<file path="src/rtl/three_input_and_gate_b.sv">
// three_input_and_gate_b: synchronized, registered three-input AND with E rise pulse and saturating rise counter
// Ports:
//   clk      system clock, rising edge
//   rst      synchronous active-high reset, clears every flop
//   A, B, C  asynchronous level inputs
//   D        registered As & Bs
//   E        registered As & Bs & Cs, always a subset of D
//   e_rise   one-cycle pulse in the first cycle E reads 1
//   e_count  saturating count of e_rise pulses, one cycle behind e_rise
module three_input_and_gate_b #(
    parameter int SYNC_STAGES = 2,
    parameter int COUNT_W     = 8
) (
    input  logic               clk,
    input  logic               rst,
    input  logic               A,
    input  logic               B,
    input  logic               C,
    output logic               D,
    output logic               E,
    output logic               e_rise,
    output logic [COUNT_W-1:0] e_count
);
    logic [2:0] abc_s;
    generate
        if (SYNC_STAGES == 0) begin : g_nosync
            assign abc_s = {A, B, C};
        end else begin : g_sync
            logic [2:0] sync_q [SYNC_STAGES];
            logic [2:0] sync_d [SYNC_STAGES];
            always_comb begin
                sync_d[0] = {A, B, C};
                for (int i = 1; i < SYNC_STAGES; i++) sync_d[i] = sync_q[i-1];
            end
            always_ff @(posedge clk) begin
                for (int i = 0; i < SYNC_STAGES; i++) sync_q[i] <= rst ? 3'b000 : sync_d[i];
            end
            assign abc_s = sync_q[SYNC_STAGES-1];
        end
    endgenerate
    logic               d_q, d_d, e_q, e_d, rise_q, rise_d;
    logic [COUNT_W-1:0] count_q, count_d;
    always_comb begin
        d_d     = abc_s[2] & abc_s[1];
        // E is derived from D so it can never be 1 while D is 0
        e_d     = d_d & abc_s[0];
        rise_d  = e_d & ~e_q;
        count_d = (rise_q && !(&count_q)) ? count_q + COUNT_W'(1) : count_q;
    end
    always_ff @(posedge clk) begin
        if (rst) begin
            d_q     <= 1'b0;
            e_q     <= 1'b0;
            rise_q  <= 1'b0;
            count_q <= '0;
        end else begin
            d_q     <= d_d;
            e_q     <= e_d;
            rise_q  <= rise_d;
            count_q <= count_d;
        end
    end
    assign D       = d_q;
    assign E       = e_q;
    assign e_rise  = rise_q;
    assign e_count = count_q;
endmodule

</file>
<file path="config.mk">
export PLATFORM = sky130hd
export DESIGN_NAME = three_input_and_gate_b
export DESIGN_NICKNAME = d
export VERILOG_FILES = /design/src/rtl/three_input_and_gate_b.sv
export SDC_FILE = /design/constraint.sdc
export NUM_CORES = 1
export LEC_CHECK = 0
export ABC_AREA = 1
export CAP_MARGIN = 20
export CORE_ASPECT_RATIO = 1.2
export CORE_MARGIN = 2
export CORE_UTILIZATION = 30
export DETAILED_ROUTE_END_ITERATION = 8
export REMOVE_ABC_BUFFERS = 1
export SLEW_MARGIN = 15
export SYNTH_ARGS = -nofsm -noshare
export SYNTH_HDL_FRONTEND = slang
export SYNTH_SLANG_ARGS = --single-unit
</file>
<file path="constraint.sdc">
create_clock -name clk -period 3.16 [get_ports clk]
set_input_delay 0.79 -clock clk [delete_from_list [all_inputs] [get_ports clk]]
set_output_delay 0.79 -clock clk [all_outputs]
set_load 0.02 [all_outputs]
</file>
==> run_results.csv <==
group,metric,value,unit
status,run_status,"finished, final reports clean",
synth,syn-instance-count,101,
clock_network,ctsHtreeMaxLevel,1,
timing,period_needed,2.25,ns
pwr,vdd_drop_max,0.000282,V
timing,max_freq,445,MHz
synth,synth_sequential_area_ratio,45.9,%
clock_network,clock_latency_at_the_later_pin_of_the_worst_skew_pair,0.29,ns
setup_path,cp_cell_sequence,"clkdlybuf4s50_1",
finish,fin_util,40.1,%
place,detailed_place.area,907,sq um
synth,ys_types,20,
setup_path,cp_data_arrival_time,1.46,ns
synth,synth_seq_cells,17,
floorplan,initial_utilization,31.8,%
finish,final_common_cell,"nand2_1",
floorplan,io_pins,16,
synth,post_synth.cell_area_avg,7.35,sq um
grt,grt_max_degree,12,
flow_run,timing.max_cap.violations,0,
clock_network,cts.hold.buffers_added,0,
clock_network,postCtsSetupBuffers,0,
grt,number_of_antenna_violations_at_the_first_check_in_global_routing,0,
floorplan,die_area,2890,sq um
setup_path,timing.critical_path.required,2.37,ns
drt,routed_via_density,4.20,
drt,route.detailed.wl_per_inst,8.71,um
timing,grt_setup_unrepaired,"false",
timing,worstMarginPinSlew,0.318,ns
grt,globalRouteOverflowTotal,0,
hold_path,min-delay-path-class,"register to register",
timing,setup-violations-final,0,
timing,skew,0.00418,ns
timing,post-route-period-util,71.1,%
setup_path,cp_top_family,"buffers and inverters",
timing,setup_tns,0,ns
pwr,power.static_leakage,0.000394,uW
clock_network,clock_sinks,17,
floorplan,fp.dieW,49.4,um
finish,layout.filler_cells,265,
floorplan,fp-row-count,19,
synth,netlist_area,742,sq um
drt,ant_nets,0,
floorplan,die_y,58.5,um
clock_network,ctsRootBufferMaster,"clkbuf_4",
pwr,power_density,373,nW/um^2
timing,worst_slew_margin_rel,78.7,%
setup_path,crit_path_end_kind,"primary output",
clock_network,cts_inserted_buffers,3,
finish,final_cell_area,935,sq um
clock_network,worst_setup_hold_path_clk_slew,0.10,ns
drt,detailed_route_wire_length,1.29,mm
clock_network,buffer_levels_on_the_longest_clock_path,2,
grt,grt_util_all_layers,10.3,%
timing,drv_slew,0,
drt,drt-initial-drc-count,10,
setup_path,cp_max_fo,9,
drt,detailroute.via_count,621,
floorplan,core_region_area,2330,sq um
setup_path,slowest_delay,0.67,ns
setup_path,criticalPathCategory,"register to primary output",
place,place.gp.congestion,0.711,
place,port_buffers,15,
setup_path,slowest_stage_cell_cp,"clkdlybuf4s50_1",
timing,hold_viol,0,
finish,syn2layout_area_growth,26.0,%
finish,most-common-layout-cells,"20 x nand2_1, 19 x nor2_1, 17 x dfxtp_1, 16 x inv_1, 15 x clkdlybuf4s50_1",
setup_path,startpoint_type,"register",
grt,global_route_wire_length_before_repair,2.31,mm
setup_path,buffers_inverters_on_critical_path,1,
drt,drc,0,
clock_network,tritoncts,"built",
synth,ys.warnings.count,0,
grt,grt_pass1_vias,573,
clock_network,ctsResizeCount,0,
place,dp.final_hpwl,985,um
drt,drt_pre_antenna_iters,4,
finish,layout.nets,124,
finish,n_antenna_cell,0,
finish,post_route_cells_drive_above_1_share,12.0,%
==> Yosys cell counts (all sizes together) <==
| cell | n | area (sq um) |
|---|---|---|
| dfxtp | 17 | 340 |
| nand3b | 1 | 11.3 |
| nor3 | 1 | 5.00 |
| nand3 | 7 | 40.0 |
| a21oi | 5 | 25.0 |
| o21bai | 1 | 7.51 |
| ha | 1 | 12.5 |
| or2 | 1 | 6.26 |
| inv | 16 | 60.1 |
| o21ai | 2 | 10.0 |
| nand2 | 23 | 93.8 |
| buf | 3 | 23.8 |
| nor2 | 23 | 106 |
==> final cells by class <==
class | instances | area, sq um | share of cell area, %
flip-flops and latches | 17 | 340 | 36.4
repair buffers | 15 | 150 | 16.1
well taps | 31 | 38.8 | 4.15
inverters | 16 | 60.1 | 6.43
multi-input cells | 65 | 318 | 34.0
clock inverters | 1 | 5.00 | 0.535
clock buffers | 3 | 22.5 | 2.41
==> kinds of logic after synthesis <==
family | after synthesis | share of synthesized area (%)
flip-flops | 17 | 45.9
adder cells (fa/ha/maj) | 1 | 1.69
AO/OA/AOI/OAI | 8 | 5.73
AND/OR/NAND/NOR | 56 | 35.4
buffers and inverters | 19 | 11.3
==> registers in the layout, indices dropped and copies added, names as in the netlist <==
signal and cells:
e_rise 1, E 1, e_count 8, D 1, g_sync.sync_q 6
==> metal layers <==
layer,up-vias,global-route usage (%),wire (um)
met1,264,12.0,614
met4,0,5.95,10
met3,2,3.05,74
met5,-,0,0
met2,18,17.0,590
li1,337,-,-
==> power by group <==
part | internal (uW) | switching [uW] | total (uW) | leakage [uW]
Combinational | 6.91 | 6.29 | 13.2 | 0.000238
Sequential | 218 | 1.23 | 219 | 0.000138
Clock | 47.0 | 69.4 | 116 | 0.0000177
Total | 272 | 76.9 | 349 | 0.000394
==> worst paths after layout <==
check | from | to | slack (ns) | cells past startpoint
setup reg to reg | e_count[0]$_SDFFE_PP0P_ | e_count[4]$_SDFFE_PP0P_ | 1.79 | 8
hold reg to reg | g_sync.sync_q[0][1]$_SDFF_PP0_ | g_sync.sync_q[0][4]$_SDFF_PP0_ | 0.41 | 2
setup / recovery | e_rise$_SDFF_PP0_ | e_rise | 0.91 | 1
hold / removal | g_sync.sync_q[0][1]$_SDFF_PP0_ | g_sync.sync_q[0][4]$_SDFF_PP0_ | 0.41 | 2
==> metrics by stage <==
stage	hold WS, ns	total power (uW)	setup WS (ns)	cells
floorplan	0.388	230	1.79	98
global placement	0.392	237	1.23	144
detailed placement	0.394	237	1.19	144
CTS	0.408	354	0.896	148
global route	0.424	370	0.850	148
finish	0.408	349	0.913	148
Note: power is estimated with default switching activity, not from simulation.
